[src/rtl/bau_seq.sv]
// rtl/bau_seq.sv - registered two's-complement ALU with iterative signed multiply
//
// Purpose: single-cycle ADD/SUB/AND/OR/XOR/SLL/SRA and a WIDTH-cycle shift-add
// signed MUL behind a start/busy/done handshake, with registered zero/neg/ovf.
// Optional feature macro: BAU_SAT_EN (ADD/SUB/MUL saturate on signed overflow).
//
// Ports:
//   clk    - system clock, rising edge
//   reset  - synchronous, active-high reset
//   start  - operation request, sampled only while idle
//   op     - 000 ADD, 001 SUB, 010 AND, 011 OR, 100 XOR, 101 SLL, 110 SRA, 111 MUL
//   a, b   - signed operands; shift amount is b[SHW:0] (unsigned)
//   result - registered result, held until the next completion
//   zero   - result == 0
//   neg    - result sign bit
//   ovf    - signed overflow of the last operation
//   busy   - high while a multiply is iterating
//   done   - one-cycle pulse after result/flags are written
module bau_seq #(
    parameter int WIDTH = 11,
    parameter int SHW   = $clog2(WIDTH)
) (
    input  logic             clk,
    input  logic             reset,
    input  logic             start,
    input  logic [2:0]       op,
    input  logic [WIDTH-1:0] a,
    input  logic [WIDTH-1:0] b,
    output logic [WIDTH-1:0] result,
    output logic             zero,
    output logic             neg,
    output logic             ovf,
    output logic             busy,
    output logic             done
);
    localparam int MSB = WIDTH - 1;
    localparam int CW  = $clog2(WIDTH + 1);

    localparam logic [2:0] OP_ADD = 3'b000;
    localparam logic [2:0] OP_SUB = 3'b001;
    localparam logic [2:0] OP_AND = 3'b010;
    localparam logic [2:0] OP_OR  = 3'b011;
    localparam logic [2:0] OP_XOR = 3'b100;
    localparam logic [2:0] OP_SLL = 3'b101;
    localparam logic [2:0] OP_SRA = 3'b110;
    localparam logic [2:0] OP_MUL = 3'b111;

    localparam logic [SHW:0] SH_LIM = (SHW + 1)'(WIDTH);

`ifdef BAU_SAT_EN
    localparam logic [WIDTH-1:0] SMAX = {1'b0, {(WIDTH-1){1'b1}}};
    localparam logic [WIDTH-1:0] SMIN = {1'b1, {(WIDTH-1){1'b0}}};
`endif

    typedef enum logic {S_IDLE, S_MUL} state_t;

    state_t             state;
    logic [CW-1:0]      cnt;
    logic [WIDTH-1:0]   mcand;
    logic [2*WIDTH-1:0] acc;
    logic               msign;

    // single-cycle ALU path
    logic [WIDTH-1:0]        sum;
    logic [WIDTH-1:0]        diff;
    logic [SHW:0]            shamt;
    logic signed [WIDTH-1:0] sra_v;
    logic [WIDTH-1:0]        alu_res;
    logic                    alu_ovf;

    always_comb begin
        sum     = a + b;
        diff    = a - b;
        shamt   = b[SHW:0];
        sra_v   = $signed(a) >>> shamt;
        alu_res = '0;
        alu_ovf = 1'b0;
        case (op)
            OP_ADD: begin
                alu_res = sum;
                alu_ovf = (a[MSB] == b[MSB]) && (sum[MSB] != a[MSB]);
            end
            OP_SUB: begin
                alu_res = diff;
                alu_ovf = (a[MSB] != b[MSB]) && (diff[MSB] != a[MSB]);
            end
            OP_AND: alu_res = a & b;
            OP_OR:  alu_res = a | b;
            OP_XOR: alu_res = a ^ b;
            OP_SLL: alu_res = (shamt >= SH_LIM) ? '0 : (a << shamt);
            OP_SRA: alu_res = (shamt >= SH_LIM) ? {WIDTH{a[MSB]}} : sra_v;
            default: ;
        endcase
`ifdef BAU_SAT_EN
        // an overflowing ADD/SUB always overflows toward the sign of a
        if (alu_ovf)
            alu_res = a[MSB] ? SMIN : SMAX;
`endif
    end

    // one shift-add multiply step; magnitudes are unsigned so |-2^(WIDTH-1)|
    // still fits in WIDTH bits, and the extra sum bit carries into the shift
    logic [WIDTH:0]     mul_sum;
    logic [2*WIDTH-1:0] acc_nx;
    logic [2*WIDTH:0]   prod_s;
    logic [WIDTH-1:0]   mul_res;
    logic               mul_ovf;

    always_comb begin
        mul_sum = {1'b0, acc[2*WIDTH-1:WIDTH]} + (acc[0] ? {1'b0, mcand} : '0);
        acc_nx  = {mul_sum, acc[WIDTH-1:1]};
        prod_s  = msign ? -{1'b0, acc_nx} : {1'b0, acc_nx};
        // fits in WIDTH signed bits only if all bits from MSB upward agree
        mul_ovf = (prod_s[2*WIDTH:MSB] != '0) && (prod_s[2*WIDTH:MSB] != '1);
        mul_res = prod_s[WIDTH-1:0];
`ifdef BAU_SAT_EN
        if (mul_ovf)
            mul_res = msign ? SMIN : SMAX;
`endif
    end

    always_ff @(posedge clk) begin
        if (reset) begin
            state  <= S_IDLE;
            cnt    <= '0;
            mcand  <= '0;
            acc    <= '0;
            msign  <= 1'b0;
            result <= '0;
            zero   <= 1'b1;
            neg    <= 1'b0;
            ovf    <= 1'b0;
            busy   <= 1'b0;
            done   <= 1'b0;
        end else begin
            done <= 1'b0;
            case (state)
                S_IDLE: begin
                    if (start) begin
                        if (op == OP_MUL) begin
                            mcand <= a[MSB] ? -a : a;
                            acc   <= {{WIDTH{1'b0}}, (b[MSB] ? -b : b)};
                            msign <= a[MSB] ^ b[MSB];
                            cnt   <= CW'(WIDTH);
                            busy  <= 1'b1;
                            state <= S_MUL;
                        end else begin
                            result <= alu_res;
                            zero   <= (alu_res == '0);
                            neg    <= alu_res[MSB];
                            ovf    <= alu_ovf;
                            done   <= 1'b1;
                        end
                    end
                end
                S_MUL: begin
                    acc <= acc_nx;
                    cnt <= cnt - CW'(1);
                    // the last step and the write-back share this edge
                    if (cnt == CW'(1)) begin
                        result <= mul_res;
                        zero   <= (mul_res == '0);
                        neg    <= mul_res[MSB];
                        ovf    <= mul_ovf;
                        busy   <= 1'b0;
                        done   <= 1'b1;
                        state  <= S_IDLE;
                    end
                end
                default: state <= S_IDLE;
            endcase
        end
    end
endmodule

[config.mk]
export PLATFORM = sky130hd
export DESIGN_NAME = bau_seq
export DESIGN_NICKNAME = d
export VERILOG_FILES = /design/src/rtl/bau_seq.sv
export SDC_FILE = /design/constraint.sdc
export NUM_CORES = 1
export LEC_CHECK = 0
export ABC_AREA = 1
export CAP_MARGIN = 25
export CELL_PAD_IN_SITES_DETAIL_PLACEMENT = 1
export CELL_PAD_IN_SITES_GLOBAL_PLACEMENT = 2
export CORE_MARGIN = 1.5
export CORE_UTILIZATION = 32
export CTS_CLUSTER_SIZE = 10
export DETAILED_ROUTE_END_ITERATION = 12
export GPL_TIMING_DRIVEN = 1
export PLACE_DENSITY_LB_ADDON = 0.25
export SLEW_MARGIN = 40
export SYNTH_ARGS = -nofsm -noshare
export SYNTH_HDL_FRONTEND = slang
export SYNTH_SLANG_ARGS = --single-unit
[constraint.sdc]
create_clock -name clk -period 3.7 [get_ports clk]
set_clock_uncertainty 0.05 [all_clocks]
set_input_delay 0.555 -clock clk [delete_from_list [all_inputs] [get_ports clk]]
set_output_delay 0.555 -clock clk [all_outputs]
set_load 0.005 [all_outputs]
-- Word level (Yosys, flattened, before mapping)
Index checks and enable logic that the tools add are counted.
- register bits: 55
- word-level logic and storage cells: 96
- output and inout bits: 16
- input port bits: 28
- reductions and logical operators: 11
- eq/ne operators: 17
- multiplexer cells: 42
- shift operators: 2
- order comparisons: 1
- bitwise operators: 5
- add/sub/neg operators: 7
- operator list (cell ; count):
    11-bit two-way mux ; 8
    11-bit case mux with 7 select lines ; 1
    22-bit two-way mux ; 2
    22-bit case mux with 2 select lines ; 1
    23-bit two-way mux ; 1
    22-bit negator with 23-bit output ; 1
    11-bit zero test ; 2
    11-bit negator ; 2
    11-bit case mux with 2 select lines ; 1
    1-bit two-way mux ; 18
    1-bit case mux with 2 select lines ; 7
    13-bit inequality test, second input constant ; 1
    13-bit nonzero test ; 1
    11-bit by 11-bit adder with 12-bit output ; 1
    3-bit == test, second input constant ; 4
    11-bit adder ; 1
    11-bit AND ; 1
    11-bit bitwise OR ; 1
    11-bit by 5-bit << shifter with 11-bit output ; 1
    11-bit by 5-bit >>> shifter with 11-bit output ; 1
    11-bit subtractor ; 1
    11-bit XOR ; 1
    3-bit AND reduction ; 3
    4-bit two-way mux ; 2
    other kinds (15) ; 22

-- Longest topological paths before layout
Gate-level depths: netlist of the first run.
- depth in word-level cells: 8
- gate-level depth with buffers: 24
- mapped depth without buffers: 22

-- Least setup slack after synthesis of the first run
Ideal clock, no wire load.
- path kind: input-to-reg
- start: input b[2]
- end: register zero
- required time: 3.592 ns
- data arrival time: 2.682 ns
- slack: 0.910 ns
- setup time: 0.058 ns
- cell stages on the path: 19
- cells stage by stage: buf_2 clkinv_1 buf_2 ha_1 inv_2 a21oi_1 o21ai_1 nand3_1 nand2_1 nand2_1 nand3_1 nand3b_1 nor2_1 nand3_1 nor2_1 nand3_1 nand2_1 nand2_1 nand2_1
- word-level cells in the longest chain between the ends: 7
- RTL lines (element ; line ; text):
    start, declared ; 28 ; input logic [WIDTH-1:0] b,
    branches (longest 2 deep; another with 11-bit subtractor) ; - ;
    11-bit case mux with 7 select lines * ; 78 ; case (op)
    11-bit zero test * ; 149 ; zero <= (alu_res == '0);
    1-bit two-way mux * ; 140 ; if (op == OP_MUL) begin
    1-bit two-way mux * ; 139 ; if (start) begin
    1-bit case mux with 2 select lines * ; 137 ; case (state)
    end signal, assigned ; 149 ;
    end signal, assigned ; 162 ; zero <= (mul_res == '0);
    end, declared ; 30 ; output logic zero,
Every way passes the cells marked *. The select of a mux whose other input is x is not followed.
A chain may end at the register's enable or synchronous reset.

-- Worst setup path after layout of the first run
- start: input b[4]
- end: register zero
The elaborated chain is that of the path after synthesis.

==> results of run 1 <==
==> placed cells by master (no fill, tap or decap), types with 2 or more instances in the layout <==
cell             count
a211oi_1             3
a21oi_1             76
a21oi_2              4
a31oi_1             14
a41oi_1              2
buf_4               47
clkbuf_16            5
clkdlybuf4s50_1     43
clkinv_1             6
dfxtp_1             54
fa_1                 3
ha_1                50
inv_1              131
inv_2                6
nand2_1            311
nand2_2             11
nand3_1            109
nand3_2              4
nand3b_1            10
nand4_1             14
nor2_1              97
nor2_2               5
nor3_1              11
o211ai_1             6
o21a_1               3
o21ai_0             79
o21ai_1             11
o21ai_2              2
o21bai_1             7
o221ai_1             2
o22ai_1             12
o31ai_1              3
or2_2                4
xnor2_1              2
xor2_1              15
==> worst max-delay path by stage <==
stage / startpoint / to / slack [ps] / cells past startpoint
floorplan: b[2] / zero$_SDFFE_PP1P_ / 910 / 19
detailed placement: b[4] / result[7]$_SDFFE_PP0P_ / 40 / 15
CTS: b[4] / zero$_SDFFE_PP1P_ / 350 / 15
global route: b[4] / zero$_SDFFE_PP1P_ / 3 / 15
global placement: b[4] / zero$_SDFFE_PP1P_ / -10 / 15
finish: b[4] / zero$_SDFFE_PP1P_ / 280 / 15
==> area by class of cell <==
type,instances,area [um2]
inverters,143,536.8
well taps,265,331.6
flip-flops and latches,54,1081
repair buffers,90,783.3
clock inverters,3,25.02
multi-input cells,884,4668
fillers,2736,12100
clock buffers,5,125.1
==> state kept, by name (all words and copies together), names as in the netlist <==
name    cells
msign       1
ovf         1
acc        22
busy        1
result     11
zero        1
state       1
mcand      11
done        1
cnt         4
==> metal layers <==
metal	global-route usage	vias up
met5	0	-
met4	0.07500	0
met3	0.02610	33
met2	0.4701	125
met1	0.3425	3626
li1	-	3812
==> cell families after synthesis <==
group / synth area share
compound gates: 0.2023
mux: 0.001547
buf+inv: 0.1116
flops: 0.1671
fa+ha+maj: 0.1060
xor+xnor: 0.02302
simple gates: 0.3884
==> tightest hold or removal path, cell delays in order, from the launching register on <==
cell and delay [ps]:
dfxtp_1 320, nand2_1 60, a21oi_1 50
==> power by group through the flow <==
stage               registers, W  logic, W  clock network (W)
finish                  0.000621  0.000679           0.000504
global route            0.000625  0.000748           0.000535
CTS                     0.000622  0.000673           0.000521
detailed placement      0.000635  0.000670                  0
global placement        0.000635  0.000665                  0
floorplan               0.000631  0.000387                  0
==> through the flow <==
stage          power (W)  instances
2_1_floorplan   0.001018       1117
3_3_place_gp    0.001300       1436
3_5_place_dp    0.001305       1436
4_1_cts         0.001815       1444
5_1_grt         0.001908       1444
6_report        0.001805       1444
==> flow_metrics.py, run 1 <==
metrics = {
    "clock_tree": {
        "clock-sinks": 54,
        "insertion_delay_ps": 310,
        "cts_tree": "done",
        "cts_max_level": 2,
        "postCtsSetupBuffers": 0,
        "ctsRootBufferMaster": "clkbuf_16",
        "ctsHoldBuffers": 0,
        "clock_path_buffers": 2,
        "clk_pin_slew_worst_paths_ps": 70,
        "cts_inserted_buffers": 5,
        "cts_resized": 0,
    },
    "drt": {
        "top_layer": "met4",
        "dr_wl_met3_um": 757,
        "ant_nets": 0,
        "met1_length_mm": 12.70,
        "dr.pass1.iters": 5,
        "drt_iter0_drc": 385,
        "dr_wl_met2_mm": 13.44,
        "drc": 0,
        "wirelength_mm": 27.56,
        "vias_per_cell": 5.260,
        "dr_total_vias": 7596,
        "post_drt_wl_per_cell_um": 19.09,
    },
    "yosys": {
        "synth_fp_nets": 1198,
        "yosysTopAreaCell": "nand2_1",
        "yosysMostFrequentCell": "nand2_1",
        "ys_ff_latch": 54,
        "avgSynthCellArea_um2": 5.791,
        "synth_ff_type": "dfxtp_1",
        "syn_area_um2": 6469,
        "synthCells": 1117,
        "synth_area_leaders": "nand2_1 (18%), dfxtp_1 (17%), ha_1 (9.7%)",
        "ys_warn_count": 0,
        "synth_enable_flop_cells": 0,
        "yosys.area.top_type_share": 0.1805,
        "synthArstFlopShare": 0,
        "ys_types": 51,
        "synth_seq_area_share": 0.1671,
        "synth_common_cells": "nand2_1 (311), inv_1 (131), nand3_1 (109)",
    },
    "placement": {
        "port-buffer-count": 43,
        "globalplace.congestion": 0.9615,
        "placed_area_um2": 7401,
        "hpwl_mm": 22.77,
        "pre_cts_slack_ps": 40.14,
    },
    "worst_setup_path": {
        "worstPathRequired_ps": 3900,
        "slowest_stage": "clkdlybuf4s50_1",
        "r2r-start": "acc[0]$_SDFFE_PP0P_",
        "worstPathMaxFanout": 9,
        "crit_top_cell": "nand2_1",
        "ff2ff_path_depth": 20,
        "reg2reg_to": "ovf$_SDFFE_PP0P_",
        "crit_type": "input pin to register",
        "rrSetupSlack_ps": 970,
        "path_delay_family": "compound AO/OA/AOI/OAI gates",
        "cp.arrival_ps": 3620,
        "crit_chain": "clkdlybuf4s50_1, inv_2, ha_1, o21ai_0, a21oi_1, o21ai_0, o21ai_0, nand4_1, nor2_1, nand2_1, nor2_1, nand3_1, nand2_1, nand2_1, nand2_1",
        "cp-start-kind": "input pin",
        "worst_setup_path_end_kind": "register",
        "max_stage_delay_ps": 660,
        "cp_num_buf_inv": 2,
    },
    "sta": {
        "fin_crit_ps": 3416,
        "hold_violations": 0,
        "setup_tns_ps": 0,
        "worstMarginPinSlew_ps": 666.0,
        "finalWorstSetupSlack_ps": 284.2,
        "hold_slack_ps": 422.5,
        "slew_headroom": 0.5544,
        "period_share": 0.9232,
        "rsz0062_at_grt": "no",
        "slew_viol_final": 0,
        "setup_viol": 0,
        "max_freq_mhz": 292.8,
    },
    "global_routing": {
        "grt_max_degree": 37,
        "antenna_found_initial": 0,
        "grt.overflow.total": 0,
        "grt_pass1_vias": 7811,
        "grt_use_total": 0.2662,
        "grt_pass1_wl_mm": 43.95,
    },
    "floorplan": {
        "ios": 44,
        "die_area_um2": 21080,
        "start_util": 0.3291,
        "core_um2": 19650,
        "rows": 51,
        "die_w_um": 145.2,
        "die_y_um": 145.2,
    },
    "outcome": {
        "status": "finished clean",
    },
    "power_and_ir_drop": {
        "pwr-share-comb": 0.376,
        "switching_share": 0.3911,
        "power_frac_clock": 0.279,
        "switchingPower_w": 0.0007057,
        "p_int_w": 0.001099,
        "power_density_nw_per_um2": 239.0,
        "vdd_drop_max_mv": 0.1591,
        "leakage_nw": 3.741,
        "power_frac_seq": 0.344,
    },
    "finish": {
        "n_antenna_cell": 0,
        "area_growth_pct": 16.73,
        "final_area_um2": 7551,
        "drive_gt1_frac": 0.08058,
        "nNetsFinal": 1259,
        "utilization": 0.3842,
    },
    "hold_path": {
        "hold_depth": 2,
        "min_from": "acc[13]$_SDFFE_PP0P_",
        "hold_end": "acc[13]$_SDFFE_PP0P_",
        "hp-class": "register to register",
    },
    "flow_run": {
        "max_cap_viol_count": 0,
    },
}
Note: power is estimated with default switching activity, not from simulation.
==> run 2: changes to the inputs <==
--- a/config.mk
+++ b/config.mk
@@ -14,7 +14,7 @@
 export CTS_CLUSTER_SIZE = 10
 export DETAILED_ROUTE_END_ITERATION = 12
 export GPL_TIMING_DRIVEN = 1
-export PLACE_DENSITY_LB_ADDON = 0.25
+export PLACE_DENSITY = 0.86
 export SLEW_MARGIN = 40
 export SYNTH_ARGS = -nofsm -noshare
 export SYNTH_HDL_FRONTEND = slang
==> flow_metrics.py, run 2 (synthesized netlist as in run 1, its figures left out) <==
metrics = {
    "worst_setup_path": {
        "slowest_stage": "clkdlybuf4s50_1",
        "worstPathRequired_ps": 3850,
        "r2r-start": "acc[0]$_SDFFE_PP0P_",
        "worst_setup_path_end_kind": "register",
        "reg2reg_to": "ovf$_SDFFE_PP0P_",
        "cp.arrival_ps": 3610,
        "crit_chain": "clkdlybuf4s50_1, inv_1, ha_1, inv_1, nand2_1, nor3_1, inv_1, o211ai_1, inv_1, nand2_1, nand3_1, nand4_1, nor2_1, nand3_1, nand2_1, nand2_1, nand2_1",
        "ff2ff_path_depth": 20,
        "cp_num_buf_inv": 5,
        "cp-start-kind": "input pin",
        "worstPathMaxFanout": 8,
        "crit_top_cell": "nand2_1",
        "max_stage_delay_ps": 670,
        "path_delay_family": "buffers and inverters",
        "rrSetupSlack_ps": 590,
        "crit_type": "input pin to register",
    },
    "clock_tree": {
        "cts_tree": "done",
        "clk_pin_slew_worst_paths_ps": 80,
        "ctsRootBufferMaster": "clkbuf_16",
        "insertion_delay_ps": 310,
        "cts_inserted_buffers": 5,
        "cts_max_level": 2,
        "cts_resized": 0,
        "ctsHoldBuffers": 0,
        "clock-sinks": 54,
        "clock_path_buffers": 2,
        "postCtsSetupBuffers": 0,
    },
    "floorplan": {
        "core_um2": 19650,
        "start_util": 0.3291,
        "die_y_um": 145.2,
        "ios": 44,
        "rows": 51,
        "die_area_um2": 21080,
        "die_w_um": 145.2,
    },
    "drt": {
        "drt_iter0_drc": 381,
        "dr_total_vias": 7758,
        "dr.pass1.iters": 5,
        "post_drt_wl_per_cell_um": 18.97,
        "wirelength_mm": 27.28,
        "ant_nets": 0,
        "vias_per_cell": 5.395,
        "drc": 0,
    },
    "power_and_ir_drop": {
        "leakage_nw": 3.716,
        "power_density_nw_per_um2": 240.5,
        "vdd_drop_max_mv": 0.1681,
    },
    "placement": {
        "pre_cts_slack_ps": 32.76,
        "port-buffer-count": 43,
        "dp.cells": 1430,
        "globalplace.congestion": 1.019,
        "hpwl_mm": 22.24,
    },
    "hold_path": {
        "hp-class": "register to register",
        "hold_end": "result[8]$_SDFFE_PP0P_",
        "min_from": "result[8]$_SDFFE_PP0P_",
        "hold_depth": 2,
    },
    "sta": {
        "slew_headroom": 0.4416,
        "finalWorstSetupSlack_ps": 241.2,
        "slew_viol_final": 0,
        "max_freq_mhz": 289.1,
        "period_share": 0.9348,
        "worstMarginPinSlew_ps": 834.6,
        "setup_viol": 0,
        "rsz0062_at_grt": "no",
        "hold_violations": 0,
        "fin_crit_ps": 3459,
    },
    "finish": {
        "reg.largest.list": "acc x22, mcand x11, result x11",
        "final_common_cell": "nand2_1",
        "top_register": "acc",
        "largest_reg_flops": 22,
        "nNetsFinal": 1253,
        "drive_gt1_frac": 0.07587,
        "n_antenna_cell": 0,
        "layout_common_cells": "nand2_1 (311), inv_1 (131), nand3_1 (109), nor2_1 (97), o21ai_0 (79)",
        "layout.cells.non_filler": 1438,
        "area_growth_pct": 16.05,
    },
    "global_routing": {
        "antenna_found_initial": 0,
        "grt_max_degree": 37,
        "grt_pass1_wl_mm": 43.58,
        "grt.overflow.total": 0,
        "grt_pass1_vias": 7737,
        "grt_use_total": 0.2612,
    },
    "outcome": {
        "status": "finished clean",
    },
    "flow_run": {
        "max_cap_viol_count": 0,
    },
}
-- run 2: changes by cell type in the layout (fill, tap and decap cells not counted) --
cell	before	now
buf_4	47	41
clkinv_4	1	3
clkinvlp_4	1	0
inv_6	1	0
-- run 2: routing by layer --
layer	up-vias	GRT usage	wire length, um
met5	-	0	0
met4	0	0.08010	815
met3	48	0.02956	1158
met2	197	0.4510	12960
met1	3721	0.3395	12350
li1	3792	-	-
-- run 2: final cells by class --
| cell class | instances | area (um2) |
|---|---|---|
| clock buffers | 5 | 125.1 |
| multi-input cells | 884 | 4668 |
| well taps | 265 | 331.6 |
| flip-flops and latches | 54 | 1081 |
| repair buffers | 84 | 738.2 |
| fillers | 2715 | 12150 |
| inverters | 143 | 536.8 |
| clock inverters | 3 | 26.28 |
-- run 2: where the power goes --
part / internal [W] / switching (W) / leakage (nW)
sequential: 0.000604 / 0.0000170 / 0.439
combinational: 0.000235 / 0.000444 / 3.20
clock: 0.000256 / 0.000248 / 0.0740
-- run 2: worst max path at each step --
stage,slack (ps),depth (start not counted),startpoint,endpoint
floorplan,910,19,b[2],zero$_SDFFE_PP1P_
detailed placement,30,17,a[3],zero$_SDFFE_PP1P_
global placement,-20,17,b[6],zero$_SDFFE_PP1P_
global route,20,17,a[3],zero$_SDFFE_PP1P_
finish,240,17,b[6],zero$_SDFFE_PP1P_
CTS,320,17,a[3],zero$_SDFFE_PP1P_
-- run 2: tightest hold or removal path: stages, from the launching register on --
cell,delay [ps]
dfxtp_1,320
nand2_1,60
a21oi_1,50
-- run 2: stage by stage --
stage          total power [W]  instance area (um2)  TNS, ps    util  hold WS, ps
3_3_place_gp          0.001301                 7356   -18.72  0.3743        404.4
5_1_grt               0.001910                 7507        0  0.3820        433.6
6_report              0.001805                 7507        0  0.3820        421.7
2_1_floorplan         0.001018                 6469        0       -        395.2
4_1_cts               0.001811                 7507        0  0.3820        423.9
3_5_place_dp          0.001302                 7356        0  0.3743        412.2
==> run 3: changes to the inputs <==
--- a/config.mk
+++ b/config.mk
@@ -15,6 +15,7 @@
 export DETAILED_ROUTE_END_ITERATION = 12
 export GPL_TIMING_DRIVEN = 1
 export PLACE_DENSITY = 0.86
+export SETUP_SLACK_MARGIN = 0.05
 export SLEW_MARGIN = 40
 export SYNTH_ARGS = -nofsm -noshare
 export SYNTH_HDL_FRONTEND = slang
==> flow_metrics.py, run 3 (synthesized netlist as in run 1, its figures left out) <==
metrics = {
    "outcome": {
        "status": "finished clean",
    },
    "floorplan": {
        "start_util": 0.3291,
        "die_area_um2": 21080,
        "die_y_um": 145.2,
        "rows": 51,
        "die_w_um": 145.2,
        "core_um2": 19650,
        "ios": 44,
    },
    "finish": {
        "layout_common_cells": "nand2_1 (311), inv_1 (131), nand3_1 (109), nor2_1 (97), o21ai_0 (79)",
        "area_growth_pct": 16.13,
        "reg.largest.list": "acc x22, mcand x11, result x11",
        "final_common_cell": "nand2_1",
        "nFillCells": 2715,
        "utilization": 0.3822,
        "drive_gt1_frac": 0.07673,
        "top_register": "acc",
        "layout.cells.non_filler": 1438,
        "largest_reg_flops": 22,
        "n_antenna_cell": 0,
        "nNetsFinal": 1253,
    },
    "placement": {
        "pre_cts_slack_ps": 32.76,
        "hpwl_mm": 22.24,
        "port-buffer-count": 43,
        "globalplace.congestion": 1.019,
        "dp.cells": 1430,
    },
    "sta": {
        "setup_tns_ps": 0,
        "slew_viol_final": 0,
        "worstMarginPinSlew_ps": 824.6,
        "setup_viol": 0,
        "hold_violations": 0,
        "finalWorstSetupSlack_ps": 227.3,
        "fin_crit_ps": 3473,
        "slew_headroom": 0.4482,
        "period_share": 0.9386,
        "rsz0062_at_grt": "no",
        "max_freq_mhz": 288.0,
    },
    "flow_run": {
        "max_cap_viol_count": 0,
    },
    "clock_tree": {
        "insertion_delay_ps": 310,
        "ctsRootBufferMaster": "clkbuf_16",
        "clock_path_buffers": 2,
        "ctsHoldBuffers": 0,
        "clock-sinks": 54,
        "cts_tree": "done",
        "clk_pin_slew_worst_paths_ps": 80,
        "cts_max_level": 2,
        "cts_inserted_buffers": 5,
    },
    "global_routing": {
        "grt_pass1_vias": 7737,
        "grt_use_total": 0.2612,
        "grt_pass1_wl_mm": 43.58,
        "grt_max_degree": 37,
        "grt.overflow.total": 0,
        "antenna_found_initial": 0,
    },
    "hold_path": {
        "hp-class": "register to register",
    },
    "drt": {
        "post_drt_wl_per_cell_um": 18.95,
        "ant_nets": 0,
        "drt_iter0_drc": 414,
        "vias_per_cell": 5.377,
        "dr_total_vias": 7732,
        "drc": 0,
        "wirelength_mm": 27.26,
        "dr.pass1.iters": 4,
    },
    "power_and_ir_drop": {
        "leakage_nw": 3.717,
        "total_power_w": 0.001807,
        "vdd_drop_max_mv": 0.1689,
        "power_density_nw_per_um2": 240.6,
    },
    "worst_setup_path": {
        "cp-start-kind": "input pin",
        "worst_setup_path_end_kind": "register",
        "crit_type": "input pin to register",
        "worstPathMaxFanout": 8,
        "cp.arrival_ps": 3630,
        "worstPathRequired_ps": 3850,
    },
}
[run 3: cell types whose count changed in the layout (fill, tap and decap cells not counted)]
cell | previous run | this run
nor3_2 | 1 | 2
nor3_1 | 11 | 10
[run 3: path summary, 6_finish.rpt]
path / startpoint / to / slack, ps / depth (start not counted)
max: b[6] / zero$_SDFFE_PP1P_ / 230 / 17
min: result[8]$_SDFFE_PP0P_ / result[8]$_SDFFE_PP0P_ / 420 / 2
max reg2reg: acc[0]$_SDFFE_PP0P_ / ovf$_SDFFE_PP0P_ / 600 / 20
min reg2reg: result[8]$_SDFFE_PP0P_ / result[8]$_SDFFE_PP0P_ / 420 / 2
[run 3: cell type report]
type | instances | area, um2 | area share
timing repair buffer | 84 | 738.2 | 0.09827
clock buffer | 5 | 125.1 | 0.01666
tap | 265 | 331.6 | 0.04414
clock inverter | 3 | 26.28 | 0.003498
multi-input combinational | 884 | 4673 | 0.6221
sequential | 54 | 1081 | 0.1439
inverter | 143 | 536.8 | 0.07145
[run 3: critical path, cell delays in order]
cell and delay, ps:
clkdlybuf4s50_1 670, inv_1 230, ha_1 400, inv_1 260, nand2_1 130, nor3_1 160
inv_1 100, o211ai_1 380, inv_1 110, nand2_1 90, nand3_1 70, nand4_1 130
nor2_1 60, nand3_1 80, nand2_1 70, nand2_1 60, nand2_1 60
[run 3: report_power, final]
| part | switching [W] | internal (W) |
|---|---|---|
| Sequential | 0.0000170 | 0.000604 |
| Combinational | 0.000444 | 0.000236 |
| Clock | 0.000250 | 0.000256 |
| Total | 0.000711 | 0.00110 |
[run 3: repair_timing]
action	in CTS	in global routing
setup endpoints to repair	0	1
resized for setup	0	1
setup buffers	0	0
[run 3: stage by stage]
step | hold slack (ps) | instance area [um2]
global route | 433.6 | 7512
CTS | 423.9 | 7507
detailed placement | 412.2 | 7356
global placement | 404.4 | 7356
floorplan | 395.2 | 6469
finish | 421.0 | 7512
[run 3: per-layer routing]
metal | wire [um] | up-vias | global-route usage | share of wire
met5 | 0 | - | 0 | 0
met4 | 760 | 0 | 0.08010 | 0.028
met3 | 1106 | 43 | 0.02956 | 0.041
met2 | 13000 | 202 | 0.4510 | 0.48
met1 | 12390 | 3696 | 0.3395 | 0.45
li1 | - | 3791 | - | -
